--- config.mk ---
export PLATFORM = sky130hd
export DESIGN_NAME = vmem_seq
export DESIGN_NICKNAME = d
export VERILOG_FILES = /design/src/rtl/vmem_seq.sv
export SDC_FILE = /design/constraint.sdc
export NUM_CORES = 1
export LEC_CHECK = 0
export BUFFER_PORTS_ARGS = -buffer_cell sky130_fd_sc_hd__buf_4
export CORE_UTILIZATION = 30
export CTS_BUF_LIST = sky130_fd_sc_hd__clkbuf_4
export DETAILED_ROUTE_END_ITERATION = 8
export PLACE_DENSITY_LB_ADDON = 0.12
export SLEW_MARGIN = 20
export SYNTH_ARGS = -nofsm -noshare
export SYNTH_HDL_FRONTEND = slang
export SYNTH_SLANG_ARGS = --single-unit
--- constraint.sdc ---
create_clock -name clk_i -period 3.3 [get_ports clk_i]
set_input_delay 0.33 -clock clk_i [delete_from_list [all_inputs] [get_ports clk_i]]
set_output_delay 0.33 -clock clk_i [all_outputs]
set_load 0.02 [all_outputs]
--- src/rtl/vmem_seq.sv ---
// Vector memory-access sequencer: serialises a scalar or vector load/store into
// per-element accesses on one ELEM_SIZE-wide synchronous memory port.
module vmem_seq #(
  parameter int ELEM_SIZE = 8,
  parameter int VECT_SIZE = 8,
  parameter int ADDR_BITS = 6
) (
  input  logic                           clk_i,
  input  logic                           rst_ni,
  input  logic                           start_i,
  input  logic                           flagMemRead_i,
  input  logic                           flagMemWrite_i,
  input  logic                           vector_i,
  input  logic [ADDR_BITS-1:0]           addr_i,
  input  logic [ELEM_SIZE*VECT_SIZE-1:0] wdata_i,
  input  logic [ELEM_SIZE-1:0]           mem_rdata_i,
  output logic [ADDR_BITS-1:0]           mem_addr_o,
  output logic [ELEM_SIZE-1:0]           mem_wdata_o,
  output logic                           mem_we_o,
  output logic                           mem_re_o,
  output logic [ELEM_SIZE*VECT_SIZE-1:0] rdata_o,
  output logic                           stall_o,
  output logic                           done_o,
  output logic                           busy_o
);

  localparam int IDX_W = (VECT_SIZE > 1) ? $clog2(VECT_SIZE) : 1;
  localparam int VEC_W = ELEM_SIZE * VECT_SIZE;

  typedef enum logic [2:0] {
    IDLE  = 3'd0,
    READ  = 3'd1,
    WRITE = 3'd2,
    DRAIN = 3'd3,
    DONE  = 3'd4
  } state_t;

  state_t               state_r;
  state_t               nextState_s;
  logic [IDX_W-1:0]     idx_r;
  logic [IDX_W-1:0]     lastIdx_r;
  logic [ADDR_BITS-1:0] base_r;
  logic [VEC_W-1:0]     wdata_r;
  logic [VEC_W-1:0]     rdata_r;
  logic                 accept_s;

  // Accept decode; gated by rst_ni so nothing stalls while reset is held
  always_comb begin
    accept_s = 1'b0;
    if ((state_r == IDLE) && rst_ni && start_i && (flagMemRead_i || flagMemWrite_i)) begin
      accept_s = 1'b1;
    end else begin
      accept_s = 1'b0;
    end
  end

  // Next-state logic
  always_comb begin
    nextState_s = state_r;
    case (state_r)
      IDLE: begin
        if (accept_s) begin
          nextState_s = flagMemRead_i ? READ : WRITE;
        end else begin
          nextState_s = IDLE;
        end
      end
      READ: begin
        if (idx_r == lastIdx_r) begin
          nextState_s = DRAIN;
        end else begin
          nextState_s = READ;
        end
      end
      WRITE: begin
        if (idx_r == lastIdx_r) begin
          nextState_s = DONE;
        end else begin
          nextState_s = WRITE;
        end
      end
      DRAIN:   nextState_s = DONE;
      DONE:    nextState_s = IDLE;
      default: nextState_s = IDLE;
    endcase
  end

  // State register
  always_ff @(posedge clk_i or negedge rst_ni) begin
    if (!rst_ni) begin
      state_r <= IDLE;
    end else begin
      state_r <= nextState_s;
    end
  end

  // Request latches, element index and load-data assembly
  always_ff @(posedge clk_i or negedge rst_ni) begin
    if (!rst_ni) begin
      idx_r     <= '0;
      lastIdx_r <= '0;
      base_r    <= '0;
      wdata_r   <= '0;
      rdata_r   <= '0;
    end else begin
      case (state_r)
        IDLE: begin
          if (accept_s) begin
            base_r    <= addr_i;
            wdata_r   <= wdata_i;
            lastIdx_r <= vector_i ? IDX_W'(VECT_SIZE - 1) : '0;
            idx_r     <= '0;
            if (flagMemRead_i) begin
              rdata_r <= '0;
            end
          end
        end
        READ: begin
          idx_r <= idx_r + IDX_W'(1);
          // memory answers one cycle late, so this cycle's data belongs to the previous lane
          if (idx_r != '0) begin
            rdata_r[(idx_r - IDX_W'(1)) * ELEM_SIZE +: ELEM_SIZE] <= mem_rdata_i;
          end
        end
        DRAIN: begin
          rdata_r[lastIdx_r * ELEM_SIZE +: ELEM_SIZE] <= mem_rdata_i;
        end
        WRITE: begin
          idx_r <= idx_r + IDX_W'(1);
        end
        default: begin
        end
      endcase
    end
  end

  // Output decode from registered state; address and data stay 0 without a strobe
  always_comb begin
    mem_re_o    = 1'b0;
    mem_we_o    = 1'b0;
    mem_addr_o  = '0;
    mem_wdata_o = '0;
    stall_o     = 1'b0;
    done_o      = 1'b0;
    case (state_r)
      IDLE: stall_o = accept_s;
      READ: begin
        mem_re_o   = 1'b1;
        mem_addr_o = base_r + ADDR_BITS'(idx_r);
        stall_o    = 1'b1;
      end
      WRITE: begin
        mem_we_o    = 1'b1;
        mem_addr_o  = base_r + ADDR_BITS'(idx_r);
        mem_wdata_o = wdata_r[idx_r * ELEM_SIZE +: ELEM_SIZE];
        stall_o     = 1'b1;
      end
      DRAIN:   stall_o = 1'b1;
      DONE:    done_o  = 1'b1;
      default: stall_o = 1'b0;
    endcase
  end

  assign busy_o  = (state_r != IDLE);
  assign rdata_o = rdata_r;

endmodule

# After elaboration in Yosys (flattened, before gate mapping)
# Index checks and enable logic that the tools add are counted.
# totals
register_bits	143
# op_classes
n_addsub	5
n_eq_ne	8
shifts	5
n_mux	21
n_reduce_logical	14
# op_table
op	n
64-bit 2-to-1 mux	3
64-bit one-hot mux with 3 select lines	1
64-bit bitwise mux	2
8-bit by 34-bit variable shift with 64-bit output (first input constant)	2
8-bit by 34-bit indexed part select with 64-bit output	2
64-bit by 7-bit indexed part select with 8-bit output	1
32-bit negation with 34-bit output	1
6-bit negation with 34-bit output	1
3-bit one-hot mux with 4 select lines	1
3-bit 2-to-1 mux	3
3-bit nonzero test	3
8-bit 2-to-1 mux	1
6-bit by 3-bit adder with 6-bit output	1
3-bit by 2-bit equality test with 1-bit output (second input constant)	2
2-bit 2-to-1 mux	3
6-bit 2-to-1 mux	1
2-bit != test (second input constant)	3
3-bit one-hot mux with 2 select lines	1
1-bit 2-to-1 mux	4
2-bit AND reduction	2
4-bit AND reduction	1
3-bit by 1-bit subtractor with 4-bit output (second input constant)	1
3-bit by 1-bit adder with 3-bit output (second input constant)	1
3-bit by 1-bit equality test with 1-bit output (second input constant)	1
9 further kinds	11

# Logic depth before layout (Yosys ltp)
# logic_depth
depth_word	7
depth_mapped	14

# Worst setup path after synthesis
# No wires, ideal clock.
# synth_timing
path_kind	reg-to-reg
start	register idx_r[1]
end	register rdata_r[7], in the netlist rdata_o[7]
setup_ns	0.067
arrival_ns	3.454
t_required_ns	3.233
path_slack_ns	-0.221
stages_incl_launch_ff	14
period_less_slack_ns	3.521
cell_sequence	dfrtp_1 clkbuf_1 clkbuf_1 inv_1 ha_1 xnor2_2 nand3_1 ha_1 nor4b_1 mux2i_1 nor4_4 or2_1 buf_4 a32o_1
# synth_via
elab_chain_len	6
# synth_rtl
element	line_no	source
from (decl)	40	logic [IDX_W-1:0] idx_r;
from (signal assigned)	119	idx_r <= idx_r + IDX_W'(1);
from (signal assigned)	129	idx_r <= idx_r + IDX_W'(1);
3-bit by 1-bit subtractor with 4-bit output	122	rdata_r[(idx_r - IDX_W'(1)) * ELEM_SIZE +: ELEM_SIZE] <= mem_rdata_i;
32-bit negation with 34-bit output	122	
8-bit by 34-bit indexed part select with 64-bit output or 8-bit by 34-bit variable shift with 64-bit output (tied branches)	122	
64-bit bitwise mux	122	
64-bit 2-to-1 mux	121	if (idx_r != '0) begin
64-bit one-hot mux with 3 select lines	106	case (state_r)
to (signal, indexed assignment)	122	
to (signal, indexed assignment)	126	rdata_r[lastIdx_r * ELEM_SIZE +: ELEM_SIZE] <= mem_rdata_i;
to (decl)	44	logic [VEC_W-1:0] rdata_r;
# Several ways; a longest one is shown, not always the timed one. The select of a mux whose other input is x is not followed.
# A chain may end at the register's enable or synchronous reset.

# Worst setup path in the final report
# layout_timing
start	register idx_r[1]
end	register rdata_r[36], in the netlist rdata_o[36]
# Same word-level chain as after synthesis.

==> flow_summary.toml <==
[timing]
hold_viol_final = 0
maxSlewHeadroom_pct = 45.7
fin_crit_sh_pct = 89.3
holdWs_ps = 83.8
finalSetupTns_ps = 0
timing.final.setup_violations = 0
report.final.slew_viol_count = 0
fmax_mhz = 339
tightest_slew_ps = 814
post-route-min-period_ps = 2950
grt_setup_unrepaired = "false"
fin_skew_ps = 23.6

[final_layout]
mostFrequentLayoutCells = "173 x buf_4, 140 x dfrtp_1, 79 x dlygate4sd3_1"
final_common_cell = "buf_4"
syn_to_final_growth_pct = 40.8
fillers = 1973
fin_nets = 853
fin_cells = 1043
drive_gt1_share_pct = 40.2

[global_route]
grt-ovfl-total = 0
grt_pass1_wl_um = 29500
antenna_found_initial = 1
grt.total_usage_pct = 17.4
grt_pass1_vias = 5385
grt_max_degree = 78

[setup_path]
cp.required_ps = 3740
critical_path_class = "reg2reg"
worst_setup_path_start_kind = "register"
endpoint_kind = "register"
arrival_ps = 3390
slowest_stage = "dfrtp_1"
crit_fanout = 8
critical-path-max-stage-delay_ps = 390
path_cells = "inv_1 > ha_1 > xnor2_2 > nand3_1 > ha_1 > nor4b_1 > mux2i_1 > nor3_1 > nand3b_1 > o2bb2ai_1"
path_common_cell = "ha_1"

[pwr]
cellLeakagePower_uw = 0.00423
p_total_uw = 7010
power.density_nw_per_um2 = 756
ir_drop_v = 0.000330

[route]
final_antenna_net_count = 0
avgViaCountPerCell = 4.94
vias = 5155
drt_iter0_drc = 226
first_pass_iters = 4
drc = 0
drt_wl_total_um = 18900
wl_per_cell_um = 18.1

[synth]
yosysSeqAreaShare_pct = 53.6
postSynthCellCount = 503
yosysUniqueCellTypes = 52
yosysWarnings = 0
synth_nets = 602
syn_avg_cell_area_um2 = 13.1
synth_edf_count = 0
async_flop_share_pct = 100
synth_ff_type = "dfrtp_1"
synth-seq-cells = 141
netlist_area_um2 = 6590

[die]
rows = 53
initial_utilization_pct = 30.9
die_y_um = 150
ios = 167
die_w_um = 150
die_area_um2 = 22600
core_area_um2 = 21300

[job]
cap_viol_max_count = 0

[placement]
gp_congestion = 0.809
dp.cells = 931
hpwl_um = 13300
port_buffers = 166

[clock_network]
cts_buffers = 17
htree_levels = 4
insertion_delay_ps = 550
cts_tree = "built"
cts.sinks = 141
clk_pin_slew_ps = 120
root_buffer = "clkbuf_4"
clk_path_buf_depth = 2

[run_status]
status = "finished, final reports clean"

[worst_hold_path]
worstHoldPathType = "in2reg"
[registers in the layout (all words and copies together), names as in the netlist]
| name | cells |
|---|---|
| rdata_o | 64 |
| idx_r | 3 |
| lastIdx_r | 1 |
| state_r | 3 |
| base_r | 6 |
| wdata_r | 64 |
[where the power goes]
| group | switching [uW] | internal (uW) | leakage [uW] |
|---|---|---|---|
| Sequential | 325 | 2250 | 0.00181 |
| Clock | 668 | 535 | 0.000153 |
| Combinational | 1710 | 1510 | 0.00227 |
[layer usage]
metal	vias to the layer above	track usage (%)	part of all wire, %
li1	2384	-	-
met1	2622	22.1	43
met2	135	29.4	52
met3	14	3.91	3.9
met4	0	5.30	1.2
met5	-	0	0
[repair_timing]
action	4_1_cts	5_1_grt
resized for setup	0	2
endpoints found under the setup margin	0	9
buffers inserted	0	0
endpoints found under the hold margin	142	0
hold buffers	79	0
[path summary, 6_finish.rpt]
path / startpoint / to / slack [ps] / cells past startpoint
hold reg to reg: rdata_o[37] / rdata_o[37] / 500 / 1
setup reg to reg: idx_r[1] / rdata_o[36] / 350 / 10
min in group asynchronous: rst_ni / state_r[0] / 530 / 3
hold / removal: flagMemRead_i / state_r[0] / 80 / 3
setup / recovery: idx_r[1] / rdata_o[36] / 350 / 10
max in group asynchronous: rst_ni / rdata_o[39] / 2150 / 3
[cells in the mapped netlist, types with 2 or more instances]
cell | instances | share of area (%)
clkbuf_1 | 7 | 0.40
o21ai_0 | 10 | 0.76
nor4_2 | 2 | 0.38
dfrtp_1 | 141 | 54
xor2_1 | 4 | 0.53
buf_1 | 2 | 0.11
o31ai_1 | 9 | 1.0
nand2_1 | 23 | 1.3
nand3_1 | 6 | 0.46
nor3_1 | 4 | 0.30
inv_1 | 21 | 1.2
ha_1 | 14 | 2.7
o2bb2ai_1 | 40 | 5.3
buf_4 | 3 | 0.34
mux2i_1 | 9 | 1.4
nor2b_1 | 3 | 0.28
a22o_1 | 15 | 2.0
mux2_2 | 70 | 12
a211o_1 | 3 | 0.40
inv_2 | 2 | 0.11
or3_1 | 2 | 0.19
buf_2 | 11 | 0.84
nand3b_1 | 2 | 0.23
nand2b_1 | 11 | 1.0
a32o_1 | 9 | 1.4
a21oi_1 | 12 | 0.91
mux4_2 | 16 | 5.5
nor2_1 | 28 | 1.6
[critical path, delay by kind of cell, from the launching register on]
family	cells	cell delay, ps
adders and majority gates	2	560
xor gates and xnor gates	1	260
AOI/OAI and AO/OA	1	250
and+or+nand+nor	4	1070
muxes	1	220
DFF	1	390
buffers and inverters	1	110
[logic make-up after synthesis]
logic type      count (synthesis)  synth area share, %
xor+xnor                        6                 1.16
simple gates                   92                 7.37
mux                            95                 18.8
buf+inv                        46                 3.00
flops                         141                 53.6
fa+ha+maj                      15                 2.96
compound gates                108                 13.1
[per-stage QoR]
step	utilization (%)	instance area [um2]	worst slack, ps
after floorplan	-	6590	54.8
after global placement	38.4	8170	464
after detailed placement	38.4	8170	270
after CTS	43.5	9260	244
after global routing	43.6	9280	52.0
final	43.6	9280	354
[layout make-up]
cell class              instances  area [um2]  share of cell area [%]
repair buffers                255        2130                    23.0
clock inverters                13         165                    1.78
flip-flops and latches        141        3530                    38.1
multi-input cells             316        2880                    31.0
clock buffers                  18         135                    1.46
diodes                          2        5.00                  0.0540
inverters                      23        86.3                   0.931
well taps                     275         344                    3.71
No activity file was read; power rests on OpenSTA's default activity.
